`config.mk`:
```
export PLATFORM = sky130hd
export DESIGN_NAME = dma_buff_addr_sequencer
export DESIGN_NICKNAME = d
export VERILOG_FILES = /design/src/rtl/dma_buff_addr_sequencer.sv
export SDC_FILE = /design/constraint.sdc
export NUM_CORES = 1
export LEC_CHECK = 0
export CAP_MARGIN = 10
export CORE_UTILIZATION = 61
export CTS_CLUSTER_DIAMETER = 200
export DETAILED_ROUTE_END_ITERATION = 10
export GPL_TIMING_DRIVEN = 0
export HOLD_SLACK_MARGIN = 0.02
export PLACE_DENSITY = 0.85
export RECOVER_POWER = 50
export REMOVE_ABC_BUFFERS = 1
export SYNTH_ARGS = -nofsm -noshare
export SYNTH_HDL_FRONTEND = slang
export SYNTH_SLANG_ARGS = --single-unit
```
`constraint.sdc`:
```
create_clock -name sys_clk_i -period 12.2 [get_ports sys_clk_i]
set_input_delay 2.44 -clock sys_clk_i [delete_from_list [all_inputs] [get_ports sys_clk_i]]
set_output_delay 2.44 -clock sys_clk_i [all_outputs]
set_load 0.05 [all_outputs]
```
`src/rtl/dma_buff_addr_sequencer.sv`:
```
// Ring-buffer address sequencer: primes the DMA address FIFO, then pushes one address per frame-done rise
// (rise -> wen in 2 cycles, fifo_full_i stalls pushes, excess rises count as drops); watchdog under DMA_SEQ_WATCHDOG_EN.
module dma_buff_addr_sequencer #(
  parameter int unsigned ADDR_WIDTH     = 32,
  parameter int unsigned NUM_BUFFERS    = 4,
  parameter int unsigned PREFETCH_DEPTH = 2,
  parameter int unsigned DROP_CNT_WIDTH = 16,
  parameter logic [23:0] WDT_LIMIT      = 24'd16_000_000
) (
  input  logic                      sys_clk_i,
  input  logic                      rst_i,
  input  logic                      enable_i,
  input  logic [ADDR_WIDTH-1:0]     base_addr_i,
  input  logic [ADDR_WIDTH-1:0]     frame_size_i,
  input  logic [2:0]                num_buff_i,
  input  logic                      interrupt_i,
  input  logic                      fifo_full_i,
  output logic                      buff_addr_fifo_wen_o,
  output logic [ADDR_WIDTH-1:0]     buff_addr_fifo_data_o,
  output logic [ADDR_WIDTH-1:0]     display_buff_addr_o,
  output logic [DROP_CNT_WIDTH-1:0] frame_drop_count_o,
  output logic                      busy_o,
  output logic                      timeout_o
);
  localparam int unsigned   PW       = $clog2(PREFETCH_DEPTH + 1);
  localparam logic [PW-1:0] PD       = PW'(PREFETCH_DEPTH);
  localparam logic [PW-1:0] PD_M1    = PW'(PREFETCH_DEPTH - 1);
  localparam logic [2:0]    MAX_LAST = 3'(NUM_BUFFERS - 1);

  typedef enum logic [1:0] {IDLE, PRIME, RUN} state_t;
  state_t state, state_nxt;

  logic                  intr_dly;
  logic [ADDR_WIDTH-1:0] base_q, stride_q, wr_addr, done_addr;
  logic [2:0]            ring_last, ring_last_sel, wr_idx, done_idx;
  logic [PW-1:0]         pending, prime_cnt;
  logic                  busy, start, rise, push, pend_inc, drop;

  assign ring_last_sel = (num_buff_i > MAX_LAST) ? MAX_LAST : num_buff_i;

  always_ff @(posedge sys_clk_i or posedge rst_i) begin
    if (rst_i) state <= IDLE;
    else       state <= state_nxt;
  end

  always_comb begin
    state_nxt = state;
    case (state)
      IDLE:    if (enable_i) state_nxt = PRIME;
      PRIME:   if (!enable_i) state_nxt = IDLE;
               else if (push && prime_cnt == PD_M1) state_nxt = RUN;
      RUN:     if (!enable_i) state_nxt = IDLE;
      default: state_nxt = IDLE;
    endcase
  end

  always_comb begin
    busy     = (state != IDLE);
    start    = (state == IDLE) && enable_i;
    rise     = interrupt_i && !intr_dly && busy && enable_i;
    push     = busy && enable_i && !fifo_full_i &&
               ((state == PRIME) || ((state == RUN) && (pending != '0)));
    pend_inc = rise && (state == RUN);
    // A rise that finds the pending window full is lost unless a push frees a slot this cycle.
    drop     = pend_inc && (pending == PD) && !push;
  end

  assign busy_o = busy;

  always_ff @(posedge sys_clk_i or posedge rst_i) begin
    if (rst_i) begin
      intr_dly              <= 1'b0;
      buff_addr_fifo_wen_o  <= 1'b0;
      buff_addr_fifo_data_o <= '0;
      display_buff_addr_o   <= '0;
      frame_drop_count_o    <= '0;
      base_q                <= '0;
      stride_q              <= '0;
      ring_last             <= '0;
      wr_idx                <= '0;
      wr_addr               <= '0;
      done_idx              <= '0;
      done_addr             <= '0;
      pending               <= '0;
      prime_cnt             <= '0;
    end else begin
      intr_dly             <= interrupt_i;
      buff_addr_fifo_wen_o <= push;
      if (start) begin
        base_q    <= base_addr_i;
        stride_q  <= frame_size_i;
        ring_last <= ring_last_sel;
        wr_idx    <= '0;
        wr_addr   <= base_addr_i;
        done_idx  <= '0;
        done_addr <= base_addr_i;
        prime_cnt <= '0;
      end
      if (push) begin
        buff_addr_fifo_data_o <= wr_addr;
        if (wr_idx == ring_last) begin
          wr_idx  <= '0;
          wr_addr <= base_q;
        end else begin
          wr_idx  <= wr_idx + 3'd1;
          wr_addr <= wr_addr + stride_q;
        end
        if (state == PRIME) prime_cnt <= prime_cnt + PW'(1);
      end
      if (rise) begin
        display_buff_addr_o <= done_addr;
        if (done_idx == ring_last) begin
          done_idx  <= '0;
          done_addr <= base_q;
        end else begin
          done_idx  <= done_idx + 3'd1;
          done_addr <= done_addr + stride_q;
        end
      end
      if (state != RUN || !enable_i)       pending <= '0;
      else if (pend_inc && !drop && !push) pending <= pending + PW'(1);
      else if (push && !pend_inc)          pending <= pending - PW'(1);
      if (drop && frame_drop_count_o != '1)
        frame_drop_count_o <= frame_drop_count_o + DROP_CNT_WIDTH'(1);
    end
  end

`ifdef DMA_SEQ_WATCHDOG_EN
  logic [23:0] wdt_cnt;
  logic        timeout_q;

  always_ff @(posedge sys_clk_i or posedge rst_i) begin
    if (rst_i) begin
      wdt_cnt   <= '0;
      timeout_q <= 1'b0;
    end else begin
      if (state != RUN || state_nxt != RUN || rise) wdt_cnt <= '0;
      else if (wdt_cnt != WDT_LIMIT)                wdt_cnt <= wdt_cnt + 24'd1;
      if (state_nxt == IDLE)                                 timeout_q <= 1'b0;
      else if (state == RUN && wdt_cnt == WDT_LIMIT)         timeout_q <= 1'b1;
    end
  end

  assign timeout_o = timeout_q;
`else
  assign timeout_o = 1'b0 & (|WDT_LIMIT);
`endif

endmodule

```
Word-level counts from Yosys, hierarchy flattened
Index checks and enable logic that the tools add are counted.

storage, ports and cells
  bits in registers = 225
  output and inout port bits = 83

operators by class
  add/sub/neg operators = 8
  magnitude comparators = 1
  equality and inequality tests = 11
  multiplexer cells = 22
  reduce and logical (&&, ||, !) cells = 31

operators with widths
  kind                   count
  $mux 32                5
  $add 32x32->32         2
  $mux 2                 10
  $mux 3                 6
  $add 16x1->16 const B  1
  $logic_and 1x1->1      16
  $ne 16x16->1 const B   1
  $reduce_bool 2->1      4
  $add 3x1->3 const B    2
  $eq 3x3->1             2
  $logic_not 1->1        6
  $ne 2x2->1 const B     3
  $pmux 2 s3             1
  $add 2x1->2 const B    2
  $eq 2x1->1 const B     2
  $eq 2x2->1 const B     2
  $gt 3x2->1 const B     1
  $ne 3x3->1 const B     1
  $reduce_and 3->1       1
  $reduce_bool 3->1      1
  $logic_not 2->1        1
  $logic_or 1x1->1       2
  $sub 2x1->2 const B    1

Depth between registers and ports, before layout
  word-level depth = 12
  depth in mapped cells = 12
  mapped depth without buffers = 12

Worst setup path after synthesis
Ideal clock, no wire load.

  path type = input to register
  start = in enable_i
  end = reg frame_drop_count_o[14]
  library setup time = 0.141 ns
  arrival time = 4.137 ns
  data required time = 12.059 ns
  setup slack = 7.922 ns
  cell stages on the path = 7
  path through = and3b_1 -> nand3_1 -> nor4b_1 -> nand2_1 -> nor3_1 -> nand4_1 -> xnor2_1

between the ends
  word-level cells in the longest chain between the ends = 6
  elaborated cells between the ends (all ways) = 9
  those cells by class = reduce/logical: 9

RTL lines
  what                            RTL line  RTL
  start: declaration              12        input logic enable_i,
  $logic_and 1x1->1 (3 in a row)  61        push = busy && enable_i && !fifo_full_i &&
  $logic_not 1->1                 65        drop = pend_inc && (pending == PD) && !push;
  $logic_and 1x1->1 (*)           65
  $logic_and 1x1->1 (*)           123       if (drop && frame_drop_count_o != '1)
  end signal: assignment          124       frame_drop_count_o <= frame_drop_count_o + DROP_CNT_WIDTH'(1);
  end: declaration                21        output logic [DROP_CNT_WIDTH-1:0] frame_drop_count_o,

Every way passes the cells marked *; elsewhere a longest branch is shown, timed or not.
A chain may end at the register's enable or synchronous reset.

Worst setup path after layout
  start = in enable_i
  end = reg wr_addr[11]

between the ends
  word-level cells in the longest chain between the ends = 4
  elaborated cells between the ends (all ways) = 6
  those cells by class = mux: 1; reduce/logical: 5

RTL lines
  what                                          RTL line  RTL
  $logic_and 1x1->1 (3 in a row)                61
  $mux 32 or $reduce_bool 2->1 (tied branches)  --
  end signal: assignment                        94        wr_addr <= base_addr_i;
  end signal: assignment                        103       wr_addr <= base_q;
  end signal: assignment                        106       wr_addr <= wr_addr + stride_q;
  end: declaration                              34        logic [ADDR_WIDTH-1:0] base_q, stride_q, wr_addr, done_addr;

Several ways; a longest one is shown, not always the timed one.

==> results.cfg <==
[run_status]
status = finished, violations left
violations = max-capacitance violations, max-slew violations

[place]
gp_congestion = 0.9204
dpl_cell_area_um2 = 14360
port_buffers = 153
hpwl_mm = 22.30

[setup_path]
path_cells = dlygate4sd3_1 -> clkbuf_1 -> nand2_1 -> buf_16 -> a211oi_1 -> a31oi_1
reg2regPathDepth = 5
rr_endpoint = wr_addr[11]
cp.arrival_ps = 7040
rr_startpoint = state[0]
path_class = input pin to flip-flop
path_buf_inv = 3
path_delay_family = buffers and inverters
critPathMaxStageDelay_ps = 1550
critPathSlowestCell = nand2_1
path_max_fanout = 65
required_ps = 12560
endpoint_kind = flip-flop
r2r_slack_ps = 7920
start_kind = input pin

[global_route]
track_usage_pct = 32.46
grt-ovfl-total = 0
grt_pass1_wl_mm = 53.36
grt_pass1_vias = 10657
antenna_found_initial = 0
grt_max_degree = 132

[timing]
finalHoldViolCount = 0
grt_setup_unrepaired = false
worst_pin_slew_ps = 4175
setup_tns_ps = 0
max_freq_mhz = 149.7
holdWs_ps = 468.3
period_share_pct = 54.75
slew_violations = 157
period_minus_slack_ps = 6679
setup_violations = 0
finalClockSkew_ps = 13.39
relSlewSlack_pct = -179.8

[cells_and_area]
insertedDiodeCount = 0
fin_area_um2 = 15140
drive_above_1_share_pct = 4.484
nets = 1685
utilization_pct = 76.80
area_delta_synth_final_pct = 22.06

[power]
swShare_pct = 41.31
power_density_nw_per_um2 = 224.4
power_frac_clock_pct = 22.3
intPower_mw = 1.994
p_leak_nw = 7.411
ir_drop_mv = 0.1796
comb_power_share_pct = 45.7
p_switching_mw = 1.404
seqPwrFrac_pct = 32.0

[floorplan]
io_pins = 155
die_h_um = 144.6
initial_core_util_pct = 62.92
num_rows = 51
die_w_um = 144.6
core_area_um2 = 19720
die_area_um2 = 20910

[detailed_routing]
vias_per_cell = 6.022
initialDrtViolationCount = 789
dr.pass1.iters = 7
antenna_left = 0
vias = 10997
wire_per_inst_um = 17.98
wirelength_mm = 32.82
drc = 0

[cts]
cts.path.max_buffers = 3
numCtsBuffers = 25
cts_num_sinks = 225
cts_tree = done
cts.htree.levels = 1
clk_latency_ps = 530
clkTransAtPathRegs_ps = 60
cts_hold_buf = 0
ctsResizeCount = 0
clockRootBuffer = clkbuf_16
post_cts_buffers = 0

[worst_hold_path]
hold_start = display_buff_addr_o[4]
hp-class = flip-flop to flip-flop
holdPathStages = 2
whs_endpoint = display_buff_addr_o[4]

[synthesis]
ys_seq_elements = 225
synth_top_area_cell = dfrtp_1
yosys_warnings = 0
synth_common_cells = 405 x nand2_1, 225 x dfrtp_1, 110 x a21oi_1
synth_cell_types = 56
synth_top_area_share_pct = 45.38
netlist_instances = 1419
synth-seq-area-share_pct = 45.38
synth.most_common_cell = nand2_1
synth-main-ff-cell = dfrtp_1
async_reset_ff_share_pct = 100.0
syn_area_um2 = 12410
synth_edf_count = 0
synth_area_per_cell_um2 = 8.743
synthTopCellsByArea = dfrtp_1 45%, nand2_1 12%, ha_1 6.7%

[run]
drv_cap = 2
==> worst register-to-register path: stages (launching register included) <==
cell	delay [ps]
dfrtp_1	470
nor2_4	820
nand2_1	1580
buf_16	710
a211oi_1	440
a31oi_1	90
==> flip-flops by register name, summed over array words and instances (netlist names), 2 cells and up <==
name,cells
buff_addr_fifo_data_o,32
prime_cnt,2
pending,2
wr_addr,32
ring_last,3
done_idx,3
base_q,32
stride_q,32
state,2
frame_drop_count_o,16
display_buff_addr_o,32
done_addr,32
wr_idx,3
==> per-stage QoR <==
stage	power [mW]	std cells	setup slack [ps]
floorplan	2.191	1352	3597
global placement	2.569	1770	804.0
detailed placement	2.627	1783	5795
CTS	3.396	1826	6332
global route	3.597	1826	5321
finish	3.398	1826	5521
==> cell type report <==
cell class	instances	area, um^2
multi-input cells	1114	6496
flip-flops and latches	225	5630
fillers	1354	4574
repair buffers	166	1818
clock buffers	37	730.7
well taps	265	331.6
clock inverters	6	86.33
inverters	13	50.05
==> worst max-delay path by stage <==
stage / start / to / slack, ps / cells after the start
after floorplan: rst_i / base_q[0] / 3600 / 1
after global placement: rst_i / frame_drop_count_o[12] / 800 / 2
after detailed placement: enable_i / frame_drop_count_o[14] / 5790 / 9
after CTS: enable_i / frame_drop_count_o[14] / 6330 / 9
after global routing: enable_i / wr_addr[11] / 5320 / 6
final: enable_i / wr_addr[11] / 5520 / 6
==> cell families (layout without fill, tap and decap cells) <==
logic type	count (synthesis)	after routing	synth area share, %
simple gates	598	598	20.33
xor+xnor	73	73	5.153
mux	17	17	1.402
buf+inv	80	222	2.451
flops	225	225	45.38
other cells	1	1	0.03023
compound gates	357	357	18.27
fa+ha+maj	68	68	6.979
==> power groups by stage <==
stage / combinational, mW / clock (mW) / sequential [mW]
6_report: 1.55 / 0.756 / 1.09
3_3_place_gp: 1.48 / 0 / 1.09
4_1_cts: 1.55 / 0.761 / 1.09
2_1_floorplan: 0.872 / 0 / 1.32
5_1_grt: 1.70 / 0.790 / 1.11
3_5_place_dp: 1.53 / 0 / 1.10
==> routing by layer <==
layer,part of all wire (%),global-route usage [%]
met1,43,43.67
met2,47,53.37
met3,7.0,5.232
met4,2.8,11.02
met5,0,0
==> placed cells by master (no fill, tap or decap), drive strengths merged, types with 3 or more instances in the layout <==
cell | synthesis | routed
ha | 66 | 66
a21oi | 112 | 112
nand2 | 405 | 405
and3 | 36 | 36
nor3 | 18 | 18
mux2 | 3 | 3
dlygate4sd3 | 0 | 18
xor2 | 19 | 19
or2 | 3 | 3
xnor2 | 54 | 54
mux2i | 14 | 14
a21o | 50 | 50
dfrtp | 225 | 225
o211ai | 24 | 24
a31oi | 22 | 22
inv | 13 | 13
and2 | 8 | 8
clkbuf | 57 | 38
nor2b | 10 | 10
a211o | 3 | 3
buf | 10 | 12
o31ai | 7 | 7
nand3 | 32 | 32
a22o | 4 | 4
nand4 | 9 | 9
o21a | 4 | 4
clkdlybuf4s50 | 0 | 135
o21bai | 9 | 9
a211oi | 39 | 39
nor2 | 61 | 61
o21ai | 69 | 69
or3 | 3 | 3
nand2b | 6 | 6
Power figures use the tool's default switching activity.
